===== src/rtl/axi4_mem_arbiter.sv =====
// Two-port memory arbiter that serialises requester transactions onto one AXI4-lite master.
// Define ARB_ROUND_ROBIN_EN for round-robin arbitration; otherwise p0 has fixed priority.
module axi4_mem_arbiter #(
    parameter logic [31:0] ADDR_LIMIT = 32'h0001_0000
) (
    input  logic        clk,
    input  logic        reset,

    input  logic        p0_valid,
    input  logic        p0_instr,
    input  logic [31:0] p0_addr,
    input  logic [31:0] p0_wdata,
    input  logic [3:0]  p0_wstrb,
    output logic        p0_ready,
    output logic [31:0] p0_rdata,

    input  logic        p1_valid,
    input  logic        p1_instr,
    input  logic [31:0] p1_addr,
    input  logic [31:0] p1_wdata,
    input  logic [3:0]  p1_wstrb,
    output logic        p1_ready,
    output logic [31:0] p1_rdata,

    output logic        grant,

    output logic        mem_axi_awvalid,
    input  logic        mem_axi_awready,
    output logic [31:0] mem_axi_awaddr,
    output logic [2:0]  mem_axi_awprot,
    output logic        mem_axi_wvalid,
    input  logic        mem_axi_wready,
    output logic [31:0] mem_axi_wdata,
    output logic [3:0]  mem_axi_wstrb,
    input  logic        mem_axi_bvalid,
    output logic        mem_axi_bready,
    output logic        mem_axi_arvalid,
    input  logic        mem_axi_arready,
    output logic [31:0] mem_axi_araddr,
    output logic [2:0]  mem_axi_arprot,
    input  logic        mem_axi_rvalid,
    output logic        mem_axi_rready,
    input  logic [31:0] mem_axi_rdata
);

    localparam logic [2:0] IDLE  = 3'd0;
    localparam logic [2:0] RADDR = 3'd1;
    localparam logic [2:0] RDATA = 3'd2;
    localparam logic [2:0] WRITE = 3'd3;
    localparam logic [2:0] WRESP = 3'd4;
    localparam logic [2:0] DONE  = 3'd5;

    logic [2:0]  state_q, state_d;
    logic        grant_q, grant_d;
    logic        rr_ptr_q, rr_ptr_d;
    logic [31:0] addr_q, addr_d;
    logic [31:0] wdata_q, wdata_d;
    logic [3:0]  wstrb_q, wstrb_d;
    logic        instr_q, instr_d;
    logic [31:0] data_q, data_d;
    logic        arvalid_q, arvalid_d;
    logic        awvalid_q, awvalid_d;
    logic        wvalid_q, wvalid_d;
    logic        rready_q, rready_d;
    logic        bready_q, bready_d;
    logic        p0_ready_q, p0_ready_d;
    logic        p1_ready_q, p1_ready_d;
    logic [31:0] p0_rdata_q, p0_rdata_d;
    logic [31:0] p1_rdata_q, p1_rdata_d;

    logic        any_valid;
    logic        win;
    logic        win_instr;
    logic [31:0] win_addr;
    logic [31:0] win_wdata;
    logic [3:0]  win_wstrb;

    always_comb begin
        any_valid = p0_valid | p1_valid;
`ifdef ARB_ROUND_ROBIN_EN
        if (p0_valid && p1_valid) begin
            win = rr_ptr_q;
        end else begin
            win = p1_valid;
        end
`else
        win = ~p0_valid;
`endif
        win_instr = win ? p1_instr : p0_instr;
        win_addr  = win ? p1_addr  : p0_addr;
        win_wdata = win ? p1_wdata : p0_wdata;
        win_wstrb = win ? p1_wstrb : p0_wstrb;
    end

    // NOTE: every _d starts as its _q so no path through the case leaves a variable unassigned (no latches).
    always_comb begin
        state_d    = state_q;
        grant_d    = grant_q;
        rr_ptr_d   = rr_ptr_q;
        addr_d     = addr_q;
        wdata_d    = wdata_q;
        wstrb_d    = wstrb_q;
        instr_d    = instr_q;
        data_d     = data_q;
        arvalid_d  = arvalid_q;
        awvalid_d  = awvalid_q;
        wvalid_d   = wvalid_q;
        rready_d   = rready_q;
        bready_d   = bready_q;
        p0_ready_d = 1'b0;
        p1_ready_d = 1'b0;
        p0_rdata_d = p0_rdata_q;
        p1_rdata_d = p1_rdata_q;

        case (state_q)
            IDLE: begin
                // While a ready pulse is out, the requester has not yet seen it and still holds valid.
                if (any_valid && !p0_ready_q && !p1_ready_q) begin
                    grant_d = win;
                    addr_d  = win_addr;
                    wdata_d = win_wdata;
                    wstrb_d = win_wstrb;
                    instr_d = win_instr;
                    data_d  = 32'h0;
                    if (win_addr >= ADDR_LIMIT) begin
                        state_d = DONE;
                    end else if (win_wstrb == 4'b0000) begin
                        state_d   = RADDR;
                        arvalid_d = 1'b1;
                    end else begin
                        state_d   = WRITE;
                        awvalid_d = 1'b1;
                        wvalid_d  = 1'b1;
                    end
                end
            end
            RADDR: begin
                if (mem_axi_arready) begin
                    arvalid_d = 1'b0;
                    rready_d  = 1'b1;
                    state_d   = RDATA;
                end
            end
            RDATA: begin
                if (mem_axi_rvalid) begin
                    data_d   = mem_axi_rdata;
                    rready_d = 1'b0;
                    state_d  = DONE;
                end
            end
            WRITE: begin
                if (mem_axi_awready) awvalid_d = 1'b0;
                if (mem_axi_wready)  wvalid_d  = 1'b0;
                if ((!awvalid_q || mem_axi_awready) && (!wvalid_q || mem_axi_wready)) begin
                    bready_d = 1'b1;
                    state_d  = WRESP;
                end
            end
            WRESP: begin
                if (mem_axi_bvalid) begin
                    bready_d = 1'b0;
                    state_d  = DONE;
                end
            end
            DONE: begin
                if (grant_q) begin
                    p1_ready_d = 1'b1;
                    p1_rdata_d = data_q;
                end else begin
                    p0_ready_d = 1'b1;
                    p0_rdata_d = data_q;
                end
                rr_ptr_d = ~grant_q;
                state_d  = IDLE;
            end
            default: state_d = IDLE;
        endcase
    end

    // NOTE: sequential state uses non-blocking assignments only, so every flop samples pre-edge values.
    always_ff @(posedge clk) begin
        if (reset) begin
            state_q    <= IDLE;
            grant_q    <= 1'b0;
            rr_ptr_q   <= 1'b0;
            addr_q     <= 32'h0;
            wdata_q    <= 32'h0;
            wstrb_q    <= 4'h0;
            instr_q    <= 1'b0;
            data_q     <= 32'h0;
            arvalid_q  <= 1'b0;
            awvalid_q  <= 1'b0;
            wvalid_q   <= 1'b0;
            rready_q   <= 1'b0;
            bready_q   <= 1'b0;
            p0_ready_q <= 1'b0;
            p1_ready_q <= 1'b0;
            p0_rdata_q <= 32'h0;
            p1_rdata_q <= 32'h0;
        end else begin
            state_q    <= state_d;
            grant_q    <= grant_d;
            rr_ptr_q   <= rr_ptr_d;
            addr_q     <= addr_d;
            wdata_q    <= wdata_d;
            wstrb_q    <= wstrb_d;
            instr_q    <= instr_d;
            data_q     <= data_d;
            arvalid_q  <= arvalid_d;
            awvalid_q  <= awvalid_d;
            wvalid_q   <= wvalid_d;
            rready_q   <= rready_d;
            bready_q   <= bready_d;
            p0_ready_q <= p0_ready_d;
            p1_ready_q <= p1_ready_d;
            p0_rdata_q <= p0_rdata_d;
            p1_rdata_q <= p1_rdata_d;
        end
    end

    assign grant           = grant_q;
    assign p0_ready        = p0_ready_q;
    assign p1_ready        = p1_ready_q;
    assign p0_rdata        = p0_rdata_q;
    assign p1_rdata        = p1_rdata_q;
    assign mem_axi_arvalid = arvalid_q;
    assign mem_axi_araddr  = addr_q;
    assign mem_axi_arprot  = {instr_q, 2'b00};
    assign mem_axi_rready  = rready_q;
    assign mem_axi_awvalid = awvalid_q;
    assign mem_axi_awaddr  = addr_q;
    assign mem_axi_awprot  = 3'b000;
    assign mem_axi_wvalid  = wvalid_q;
    assign mem_axi_wdata   = wdata_q;
    assign mem_axi_wstrb   = wstrb_q;
    assign mem_axi_bready  = bready_q;

endmodule


===== config.mk =====
export PLATFORM = sky130hd
export DESIGN_NAME = axi4_mem_arbiter
export DESIGN_NICKNAME = d
export VERILOG_FILES = /design/src/rtl/axi4_mem_arbiter.sv
export SDC_FILE = /design/constraint.sdc
export NUM_CORES = 1
export LEC_CHECK = 0
export ABC_AREA = 1
export ABC_CLOCK_PERIOD_IN_PS = 1500
export BUFFER_PORTS_ARGS = -buffer_cell sky130_fd_sc_hd__buf_2
export CAP_MARGIN = 0
export CORE_MARGIN = 10
export CORE_UTILIZATION = 43
export CTS_BUF_LIST = sky130_fd_sc_hd__clkbuf_2
export DETAILED_ROUTE_END_ITERATION = 10
export PLACE_DENSITY = 0.79
export RECOVER_POWER = 100
export SLEW_MARGIN = 20
export SYNTH_ARGS = -nofsm -noshare
export SYNTH_HDL_FRONTEND = slang
export SYNTH_SLANG_ARGS = --single-unit

===== constraint.sdc =====
create_clock -name clk -period 1.5 [get_ports clk]
set_clock_uncertainty 0.15 [all_clocks]
set_input_delay 0.225 -clock clk [delete_from_list [all_inputs] [get_ports clk]]
set_output_delay 0.225 -clock clk [all_outputs]
set_load 0.02 [all_outputs]

==> run summary, run 1 <==
GRT Overall Usage -> 65.6%
EDFF count, synth -> 0
GRT repair_timing worst endpoint -> data_q[4]$_SDFFE_PP0P_/D
Error -> [ERROR GRT-0232] Routing congestion too high. Check the congestion heatmap in the GUI.
post-synthesis cell count -> 1001
gpl congestion -> 0.935
clk sink count -> 176
Starting Density -> 43.9%
synth warn -> 0
FF+latch count, synth -> 176
Synth async-reset ratio -> 0%
clk buf depth -> 2
synth unique cells -> 23
Synth top cells by count -> nand2_1 (224), dfxtp_1 (176), nor2_1 (143)
most common cell in the synthesized netlist -> nand2_1
pin count of the biggest net entering global routing -> 66
synth top area cells -> dfxtp_1 (48%), nand2_1 (12%), o21ai_0 (8.1%)
Avg Inst Size Synth -> 7.28 sq um
Die Y-Extent -> 150 um
CTS Buf Count -> 17
hpwl dp -> 19700 um
IO Count -> 357
H-tree Lvls -> 4
Main synth FF type -> dfxtp_1
Fail Step -> 5_1_grt
Synth area leader -> dfxtp_1
die width -> 150 um
worst endpoint pin kind -> sequential cell input
area fraction of the dominant cell type after synthesis -> 48.4%
Port-buffer cells -> 351
synthesized cell area -> 0.00728 sq mm
status -> aborted with a tool error
CTS root buffer -> clkbuf_2
row count -> 47
grt ovf -> 4
sequential share of the synthesized area -> 48.4%
==> through the flow <==
stage	instances	area (sq um)	setup TNS, ns	setup slack (ns)
2_1_floorplan	1005	7380	-8.51	-0.143
3_3_place_gp	1521	9330	-10.59	-0.144
3_5_place_dp	1521	9330	-15.44	-0.227
4_1_cts	1786	13900	-67.08	-0.346
==> logic make-up after synthesis <==
family / share of synthesized area (%)
other: 0.0515
and+or+nand+nor: 22.8
AOI/OAI and AO/OA: 18.1
buffers and inverters: 10.8
DFF: 48.4
==> layer usage <==
metal	overflow	global-route usage [%]
met4	3	65.1
met1	0	59.4
met2	1	84.7
met3	0	57.1
met5	0	15.6
==> repair_timing <==
action	CTS
setup endpoints to repair	340
gates resized for setup	615
setup buffers	33
endpoints found under the hold margin	176
cloned	16
hold buffers	185
pin swaps	24
==> run 2: changes to the inputs <==
Settings changed: ABC_CLOCK_PERIOD_IN_PS 1500 to 2000, CORE_UTILIZATION 43 to 40, CTS_BUF_LIST sky130_fd_sc_hd__clkbuf_2 to not set, PLACE_DENSITY 0.79 to not set, PLACE_DENSITY_LB_ADDON set to 0.15.
Clock period 1.5 ns to 2 ns, I/O delays scaled along.
==> run 2 against run 1 <==
Net effect: the flow now finishes without violations; synthesized area unchanged; synthesized cell count unchanged.
==> run summary, run 2 <==
via density per instance -> 4.95
initial antenna violation count -> 4
clk buf depth -> 2
fmax -> 550 MHz
dpl cell area -> 0.00907 sq mm
sequential share of the synthesized area -> 48.4%
post-route ant nets -> 0
FF+latch count, synth -> 176
Synth async-reset ratio -> 0%
Register Area -> 0.00352 sq mm
Main synth FF type -> dfxtp_1
Starting Density -> 40.6%
Worst Setup End Kind -> flip-flop
Hold WC Path Type -> input port to flip-flop
commonest cells after routing, fill and taps aside -> nand2_1 (224), buf_2 (178), dfxtp_1 (176), clkbuf_1 (173), nor2_1 (143)
Cell Pwr Density -> 1310 mW/mm^2
area fraction of the dominant cell type after synthesis -> 48.4%
vias in the first global route -> 8224
filler instances -> 1721
status -> complete, no violations
row count -> 49
synth top area cells -> dfxtp_1 (48%), nand2_1 (12%), o21ai_0 (8.1%)
Final nets -> 1602
synth warn -> 0
clk sink count -> 176
setup violators final -> 0
wire length of the first global-routing pass -> 44900 um
gpl congestion -> 0.865
H-tree Lvls -> 4
post-placement cell count -> 1503
CTS Buf Count -> 17
grt ovf -> 0
worst r2r src -> state_q[1]$_SDFFE_PP0P_
initial DRC count -> 499
Layout area overhead -> 47.5%
Synth top cells by count -> nand2_1 (224), dfxtp_1 (176), nor2_1 (143)
pin count of the biggest net entering global routing -> 66
Max-Cap Viols -> 0
Worst Setup EP -> mem_axi_wdata[16]$_SDFFE_PP0P_
CTS root buffer -> clkbuf_16
peak supply drop -> 0.000690 V
die width -> 155 um
area of the die -> 0.0240 sq mm
Clock Latency Late Sink -> 0.44 ns
GRT Overall Usage -> 23.0%
synthesized cell area -> 0.00728 sq mm
synth unique cells -> 23
CTS tree -> done
worst path required time -> 2.20 ns
fin cells -> 1670
post-cts resize count -> 0
worst hold slack -> 0.0208 ns
post-CTS setup repair buffer count -> 0
drt wl/cell -> 17.4 um
First-pass DRT Iterations -> 5
fin crit period -> 1.82 ns
final slew viol count -> 0
Setup TNS -> 0 ns
drt drc -> 0
hpwl dp -> 19600 um
Die Y-Extent -> 155 um
hold buffers post-CTS -> 130
Slew @ Worst Pin -> 0.656 ns
most common cell after layout, fill and taps aside -> nand2_1
IO Count -> 357
RSZ-0062 raised after global routing -> false
Critical Path AT -> 2.02 ns
multi-input logic area -> 0.00299 sq mm
Final Hold Vio Count -> 0
Synth area leader -> dfxtp_1
most common cell in the synthesized netlist -> nand2_1
critical path fanouts, max -> 62
Port-buffer cells -> 351
r2r setup slk -> 0.18 ns
Core Area -> 0.0180 sq mm
share of cells above drive strength 1 -> 17.3%
post-route clock period utilization -> 90.9%
Post-Route WL -> 29100 um
CP startpoint kind -> flip-flop
EDFF count, synth -> 0
leakage -> 4.66 nW
Avg Inst Size Synth -> 7.28 sq um
Critical R2R Capture -> mem_axi_wdata[16]$_SDFFE_PP0P_
Register-to-Register Path Depth -> 9
via count -> 8260
post-synthesis cell count -> 1001
Slew headroom -> 56.2%
final instance area -> 0.0107 sq mm
clock slew at reported path FFs -> 0.07 ns
WS Path Type -> flip-flop to flip-flop
Worst Setup SP -> state_q[1]$_SDFFE_PP0P_
[run 2: cell counts after synthesis]
No cell type changed its count.
[run 2: cells by family after synthesis]
logic type	count (synthesis)	share of synthesized area [%]
other	1	0.0515
and+or+nand+nor	417	22.8
DFF	176	48.4
AOI/OAI and AO/OA	242	18.1
buffers and inverters	165	10.8
[run 2: how the worst min path moves through the flow]
stage / slack, ns / end / from / cells past startpoint
after floorplan: 0.30 / data_q[10]$_SDFFE_PP0P_ / data_q[10]$_SDFFE_PP0P_ / 2
final: 0.02 / mem_axi_araddr[7]$_SDFFE_PP0P_ / p0_addr[7] / 3
after CTS: 0.01 / mem_axi_araddr[7]$_SDFFE_PP0P_ / p0_addr[7] / 3
after global routing: 0.02 / mem_axi_araddr[7]$_SDFFE_PP0P_ / p0_addr[7] / 3
after global placement: 0.28 / p1_rdata[30]$_SDFFE_PP0P_ / p1_rdata[30]$_SDFFE_PP0P_ / 2
after detailed placement: 0.28 / p1_rdata[5]$_SDFFE_PP0P_ / p1_rdata[5]$_SDFFE_PP0P_ / 2
[run 2: final cells by class]
class,instances,share of cell area (%)
antenna,5,0.116
clock buffer,18,4.09
clock inverter,14,1.53
inverter,56,1.96
multi-input combinational,664,27.8
sequential,176,32.8
tap,229,2.67
timing repair buffer,508,29.0
[run 2: report_power, final]
part           internal, mW  switching (mW)  total (mW)  leakage (nW)
logic                  1.72            4.01        5.72          2.94
registers              4.38           0.618        5.00          1.44
clock network          1.82            1.58        3.41         0.292
total                  7.92            6.21        14.1          4.66
[run 2: metrics by stage]
step                      total power, mW  setup WS (ns)  utilization, %
after floorplan                      8.90          0.302               -
after global placement               10.8          0.108            50.5
after detailed placement             10.9         0.0891            50.5
after CTS                            14.5          0.222            61.1
after global routing                 15.0         0.0160            59.8
final                                14.1          0.182            59.8
[run 2: layer usage]
layer	GRT usage (%)	routed length, um	vias up
met5	0	0	-
met4	8.91	901	0
met3	8.63	2780	65
met2	39.0	14200	384
met1	25.4	11200	3726
li1	-	-	4085
[run 2: critical path, stage by stage (launching register included)]
cell and delay (ns):
dfxtp_1 0.33, inv_2 0.09, nand2_1 0.10, nor2_2 0.11, buf_4 0.12, nand2_1 0.07, inv_2 0.14, buf_12 0.24
o21ai_0 0.15, a31oi_1 0.21
Note: power is estimated with default switching activity, not from simulation.
